## src/rtl/uart_rx_bridge_if.sv

```systemverilog
// Serial input and framed-message outputs of the UART receive bridge.
interface uart_rx_bridge_if #(
    parameter int MESSAGE_SIZE = 512
);
    logic                    uart_rx_in;
    logic [MESSAGE_SIZE-1:0] message_out;
    logic [1:0]              mode_out;
    logic                    message_valid_out;
    logic                    frame_error_out;
    logic                    busy_out;

    modport master (
        output uart_rx_in,
        input  message_out, mode_out, message_valid_out,
        input  frame_error_out, busy_out
    );

    modport slave (
        input  uart_rx_in,
        output message_out, mode_out, message_valid_out,
        output frame_error_out, busy_out
    );
endinterface

```

## src/rtl/uart_rx_bridge.sv

```systemverilog
// UART byte receiver plus header/payload framer; optional even parity
// bit when UART_RX_PARITY_EN is defined (8E1 instead of 8N1).
module uart_rx_bridge #(
    parameter int MESSAGE_SIZE  = 512,
    parameter int CLKS_PER_BAUD = 868,
    parameter int TIMEOUT_BAUDS = 64
) (
    input logic            clk_in,
    input logic            rst_in,
    uart_rx_bridge_if.slave bus
);
    localparam int NBYTES = MESSAGE_SIZE / 8;
    localparam int HALF   = CLKS_PER_BAUD / 2;
    localparam int CW     = $clog2(CLKS_PER_BAUD);
    localparam int TLIM   = TIMEOUT_BAUDS * CLKS_PER_BAUD;
    localparam int TW     = $clog2(TLIM + 1);
    localparam int BCW    = $clog2(NBYTES + 1);

    typedef enum logic [2:0] {
        B_IDLE, B_START, B_DATA, B_PARITY, B_STOP
    } bit_state_t;

    typedef enum logic {
        F_WAIT_HDR, F_PAYLOAD
    } frame_state_t;

`ifdef UART_RX_PARITY_EN
    localparam bit_state_t AFTER_DATA = B_PARITY;
`else
    localparam bit_state_t AFTER_DATA = B_STOP;
`endif

    logic              rx_q1, rx_s;
    bit_state_t        bstate;
    logic [CW-1:0]     baud_cnt;
    logic [2:0]        bit_idx;
    logic [7:0]        data;
    logic              byte_valid, byte_err;
    logic              par_err;

    frame_state_t          fstate;
    logic [MESSAGE_SIZE-1:0] shadow, next_shadow, message;
    logic [1:0]            shadow_mode, mode;
    logic [BCW-1:0]        byte_cnt;
    logic [TW-1:0]         idle_cnt;
    logic                  msg_valid, frame_err;

    always_ff @(posedge clk_in or posedge rst_in) begin
        if (rst_in) begin
            rx_q1 <= 1'b1;
            rx_s  <= 1'b1;
        end else begin
            rx_q1 <= bus.uart_rx_in;
            rx_s  <= rx_q1;
        end
    end

    always_ff @(posedge clk_in or posedge rst_in) begin
        if (rst_in) begin
            bstate     <= B_IDLE;
            baud_cnt   <= '0;
            bit_idx    <= '0;
            data       <= '0;
            byte_valid <= 1'b0;
            byte_err   <= 1'b0;
        end else begin
            byte_valid <= 1'b0;
            byte_err   <= 1'b0;
            unique case (bstate)
                B_IDLE: begin
                    if (!rx_s) begin
                        bstate   <= B_START;
                        baud_cnt <= CW'(HALF - 1);
                    end
                end
                B_START: begin
                    if (baud_cnt == '0) begin
                        if (rx_s) begin
                            bstate <= B_IDLE;
                        end else begin
                            bstate   <= B_DATA;
                            baud_cnt <= CW'(CLKS_PER_BAUD - 1);
                            bit_idx  <= '0;
                        end
                    end else begin
                        baud_cnt <= baud_cnt - 1'b1;
                    end
                end
                B_DATA: begin
                    if (baud_cnt == '0) begin
                        data     <= {rx_s, data[7:1]};
                        baud_cnt <= CW'(CLKS_PER_BAUD - 1);
                        bit_idx  <= bit_idx + 3'd1;
                        if (bit_idx == 3'd7)
                            bstate <= AFTER_DATA;
                    end else begin
                        baud_cnt <= baud_cnt - 1'b1;
                    end
                end
`ifdef UART_RX_PARITY_EN
                B_PARITY: begin
                    if (baud_cnt == '0) begin
                        bstate   <= B_STOP;
                        baud_cnt <= CW'(CLKS_PER_BAUD - 1);
                    end else begin
                        baud_cnt <= baud_cnt - 1'b1;
                    end
                end
`endif
                B_STOP: begin
                    if (baud_cnt == '0) begin
                        bstate <= B_IDLE;
                        if (rx_s && !par_err)
                            byte_valid <= 1'b1;
                        else
                            byte_err <= 1'b1;
                    end else begin
                        baud_cnt <= baud_cnt - 1'b1;
                    end
                end
                default: bstate <= B_IDLE;
            endcase
        end
    end

`ifdef UART_RX_PARITY_EN
    // Even parity: data bits plus parity bit must XOR to zero.
    always_ff @(posedge clk_in or posedge rst_in) begin
        if (rst_in)
            par_err <= 1'b0;
        else if (bstate == B_PARITY && baud_cnt == '0)
            par_err <= ^{data, rx_s};
    end
`else
    assign par_err = 1'b0;
`endif

    always_comb begin
        next_shadow = shadow;
        next_shadow[MESSAGE_SIZE-1-8*int'(byte_cnt) -: 8] = data;
    end

    always_ff @(posedge clk_in or posedge rst_in) begin
        if (rst_in) begin
            fstate      <= F_WAIT_HDR;
            shadow      <= '0;
            shadow_mode <= '0;
            byte_cnt    <= '0;
            idle_cnt    <= '0;
            message     <= '0;
            mode        <= '0;
            msg_valid   <= 1'b0;
            frame_err   <= 1'b0;
        end else begin
            msg_valid <= 1'b0;
            frame_err <= 1'b0;
            unique case (fstate)
                F_WAIT_HDR: begin
                    if (byte_valid) begin
                        if (data[7:6] == 2'b10 && data[1:0] != 2'b11) begin
                            fstate      <= F_PAYLOAD;
                            shadow_mode <= data[1:0];
                            byte_cnt    <= '0;
                            idle_cnt    <= '0;
                        end else begin
                            frame_err <= 1'b1;
                        end
                    end else if (byte_err) begin
                        frame_err <= 1'b1;
                    end
                end
                F_PAYLOAD: begin
                    if (bstate != B_IDLE)
                        idle_cnt <= '0;
                    else
                        idle_cnt <= idle_cnt + 1'b1;
                    if (byte_err || (bstate == B_IDLE &&
                                     idle_cnt == TW'(TLIM - 1))) begin
                        fstate    <= F_WAIT_HDR;
                        frame_err <= 1'b1;
                    end else if (byte_valid) begin
                        shadow <= next_shadow;
                        if (byte_cnt == BCW'(NBYTES - 1)) begin
                            fstate    <= F_WAIT_HDR;
                            message   <= next_shadow;
                            mode      <= shadow_mode;
                            msg_valid <= 1'b1;
                        end else begin
                            byte_cnt <= byte_cnt + 1'b1;
                        end
                    end
                end
                default: fstate <= F_WAIT_HDR;
            endcase
        end
    end

    assign bus.message_out       = message;
    assign bus.mode_out          = mode;
    assign bus.message_valid_out = msg_valid;
    assign bus.frame_error_out   = frame_err;
    assign bus.busy_out          = (fstate == F_PAYLOAD);
endmodule

```

## src/flat_wrapper.sv

```systemverilog
// flat-port wrapper written by rule: the top's interface ports become plain ports
module uart_rx_bridge_flat 
#(
    parameter int MESSAGE_SIZE  = 512,
    parameter int CLKS_PER_BAUD = 868,
    parameter int TIMEOUT_BAUDS = 64
)
  (clk_in, rst_in, bus_uart_rx_in, bus_message_out, bus_mode_out, bus_message_valid_out, bus_frame_error_out, bus_busy_out);
  uart_rx_bridge_if #(.MESSAGE_SIZE(MESSAGE_SIZE)) bus_i ();
  input logic clk_in;
  input logic rst_in;
  input wire logic [$bits(bus_i.uart_rx_in)-1:0] bus_uart_rx_in;
  output wire logic [$bits(bus_i.message_out)-1:0] bus_message_out;
  output wire logic [$bits(bus_i.mode_out)-1:0] bus_mode_out;
  output wire logic [$bits(bus_i.message_valid_out)-1:0] bus_message_valid_out;
  output wire logic [$bits(bus_i.frame_error_out)-1:0] bus_frame_error_out;
  output wire logic [$bits(bus_i.busy_out)-1:0] bus_busy_out;
  assign bus_i.uart_rx_in = bus_uart_rx_in;
  assign bus_message_out = bus_i.message_out;
  assign bus_mode_out = bus_i.mode_out;
  assign bus_message_valid_out = bus_i.message_valid_out;
  assign bus_frame_error_out = bus_i.frame_error_out;
  assign bus_busy_out = bus_i.busy_out;
  uart_rx_bridge #(.MESSAGE_SIZE(MESSAGE_SIZE), .CLKS_PER_BAUD(CLKS_PER_BAUD), .TIMEOUT_BAUDS(TIMEOUT_BAUDS)) u_core (.clk_in(clk_in), .rst_in(rst_in), .bus(bus_i));
endmodule
```

## config.mk

```make
export PLATFORM = sky130hd
export DESIGN_NAME = uart_rx_bridge_flat
export DESIGN_NICKNAME = d
export VERILOG_FILES = /design/src/rtl/uart_rx_bridge_if.sv /design/src/rtl/uart_rx_bridge.sv /design/src/flat_wrapper.sv
export SDC_FILE = /design/constraint.sdc
export NUM_CORES = 2
export LEC_CHECK = 0
export BUFFER_PORTS_ARGS = -buffer_cell sky130_fd_sc_hd__buf_2
export CELL_PAD_IN_SITES_DETAIL_PLACEMENT = 1
export CELL_PAD_IN_SITES_GLOBAL_PLACEMENT = 1
export CORE_ASPECT_RATIO = 1.4
export CORE_MARGIN = 4
export CORE_UTILIZATION = 45
export CTS_BUF_LIST = sky130_fd_sc_hd__clkbuf_2
export DETAILED_ROUTE_END_ITERATION = 8
export GPL_ROUTABILITY_DRIVEN = 0
export PLACE_DENSITY = 0.85
export SYNTH_ARGS = -nofsm -noshare
export SYNTH_HDL_FRONTEND = slang
export SYNTH_SLANG_ARGS = --single-unit
```

## constraint.sdc

```tcl
create_clock -name clk_in -period 40 [get_ports clk_in]
set_clock_uncertainty 0.2 [all_clocks]
set_input_delay 6 -clock clk_in [delete_from_list [all_inputs] [get_ports clk_in]]
set_output_delay 6 -clock clk_in [all_outputs]
set_load 0.02 [all_outputs]
```

==> out/results.ini <==
[cells_and_area]
final_area_sq_mm=0.0521
drive_gt1_share_pct=35.5
fin_cells=5874
layout_common_cells=1072 x dfrtp_1, 567 x nand2_1, 519 x buf_2, 516 x mux2_2, 512 x mux2i_1
fillers=11100
multi_input_area_sq_mm=0.0180
final_core_util_pct=50.8
final_nets=4382
ff_latch_area_sq_mm=0.0271
final_common_cell=dfrtp_1
synthToLayoutAreaGrowth_pct=12.5

[placement]
place_ws_ps=30280
hpwlAfterDp_um=90000
io_buffers=519
place_area_sq_mm=0.0498
dp_cells=5426

[critical_path]
end_kind=output port
worstSetupPathType=register to output port
path_cells=buf_2
slowest_delay_ps=520
critPathMaxFanout=2
worstPathArrival_ps=2190
crit_family=flip-flops
required_ps=33800
slowest_stage=dfrtp_1
setup.worst_path.start_class=register
cp.buffers_inverters=1

[sta]
report.final.slew_viol_count=0
period_minus_slack_ps=8390
finalSetupViolations=0
rsz0062_at_grt=no
tightest_slew_ps=1330
slew_headroom_pct=11.1
fin_ws_ps=31610
hold_viol_final=0
finalSetupTns_ps=0
max_freq_mhz=119
min_period_over_period_pct=21.0
hold_ws_ps=162

[floorplan]
die_h_um=388
dieWidth_um=279
core_region_area_sq_mm=0.102
design.portCount=520
num_rows=139
die_area_sq_mm=0.108
initial_utilization_pct=45.2

[global_routing]
grt-ovfl-total=0
grt_pass1_vias=36200
grt_max_degree=271
grt_antenna_before_repair=3
grt_usage_pct=25.5
grt_first_pass_wirelength_um=215000

[power]
design_power_total_mw=1.84
peakVddDrop_mv=0.0190
powerDensity_mw_per_mm2=35.4
leakage_nw=28.3

[clocking]
post_cts_buffers=0
cts_tree=done
h-tree-depth=5
clockBufferDepth=4
cts_root_buf=clkbuf_2
clk_latency_ps=1470
cts_resized=0
cts_buffers=285
cts_sinks=1082
postCtsHoldBufs=0
cts.clk_slew.worst_paths_ps=100

[routing]
wl_met3_um=7940
routed_wl_um=140000
dr_total_vias=32600
drt_first_pass_iters=6
final_antenna_net_count=0
post_drt_wl_per_cell_um=23.8
wl_met2_um=70100
routed.top_layer=met5
first_iter_violations=1825
drc=0
drt-met1-wl_um=56400
via_per_inst=5.55

[yosys]
ys_ff_latch=1082
netlist.area_leader.share_pct=58.4
yosys_warnings=0
synth.distinct_cells=69
netlist_area_sq_mm=0.0463
synth-async-reset-ratio_pct=100
synth_fp_nets=3815
yosys.area.top_type=dfrtp_1
synth-edff-count=0
syn_avg_cell_area_sq_um=12.2
synth_area_leaders=dfrtp_1 58%, mux2_2 13%, mux2i_1 11%, o21ai_0 5.4%, nand2_1 4.6%
syn-instance-count=3807
ys.flop_type=dfrtp_1
ys_seq_area_share_pct=58.5

[outcome]
outcome=finished clean

[hold_path]
min_path_type=register to register

[flow_run]
cap_violations=0

==> report_power, final <==
group / total (mW) / switching (mW) / internal [mW]
clock: 0.727 / 0.446 / 0.281
combinational: 0.0225 / 0.0214 / 0.00109
sequential: 1.09 / 0.0000860 / 1.09
total: 1.84 / 0.468 / 1.38
==> cells by family after synthesis <==
logic type	after synthesis	share of synthesized area [%]
DFF	1082	58.5
muxes	1034	23.8
and+or+nand+nor	780	7.95
AOI/OAI and AO/OA	607	6.87
buffers and inverters	296	2.76
adders and majority gates	5	0.135
xor gates and xnor gates	3	0.0568
==> state kept, by name, summed over array words and instances (netlist names) <==
register and cells:
u_core.idle_cnt 16, u_core.bus.message_out 512, u_core.baud_cnt 10, u_core.shadow_mode 2, u_core.bus.busy_out 1, u_core.bus.frame_error_out 1, u_core.data 8, u_core.byte_err 1
u_core.bstate 3, u_core.byte_valid 1, u_core.bus.mode_out 2, u_core.rx_s 1, u_core.rx_q1 1, u_core.shadow 512, u_core.bit_idx 3, u_core.bus.message_valid_out 1
u_core.byte_cnt 7
==> synthesized netlist by cell type (6+ instances only) <==
master	count
mux2_2	516
nor4_1	7
a21oi_1	15
nand3_1	12
a31oi_1	6
nor3_2	29
mux2_1	6
o21ai_0	504
dfrtp_1	1080
buf_2	69
buf_4	17
buf_1	13
nor3_4	11
and2_1	9
nor3_1	21
mux2i_1	512
o31ai_1	6
nand2_2	17
o21ai_1	45
nand4_1	6
clkbuf_1	183
nor2_1	31
nand2b_1	6
inv_1	11
nor2_2	16
nand2_1	567
==> metal layers <==
layer,vias up,global-route usage [%]
met5,-,0
met4,2,10.9
met3,288,6.15
met2,936,43.6
met1,17000,30.9
li1,14400,-
==> worst paths after layout <==
| path | start | endpoint | slack, ps | cells past startpoint |
|---|---|---|---|---|
| min | u_core.rx_q1 | u_core.rx_s | 160 | 0 |
| max | u_core.bus.message_out[136] | bus_message_out[136] | 31610 | 1 |
| max in group asynchronous | rst_in | u_core.shadow[50] | 31750 | 5 |
| min reg2reg | u_core.rx_q1 | u_core.rx_s | 160 | 0 |
| max reg2reg | u_core.idle_cnt[13] | u_core.bus.message_out[211] | 34730 | 6 |
| min in group asynchronous | rst_in | u_core.bus.message_out[294] | 4450 | 2 |
==> cell type report <==
cell class,count,area share (%)
Sequential cell,1082,52.0
Multi-Input combinational cell,2429,34.6
Timing Repair Buffer,564,5.71
Clock buffer,398,3.82
Tap cell,1339,3.22
Clock inverter,45,0.492
Inverter,12,0.101
Antenna cell,5,0.0240
Power figures use the tool's default switching activity.
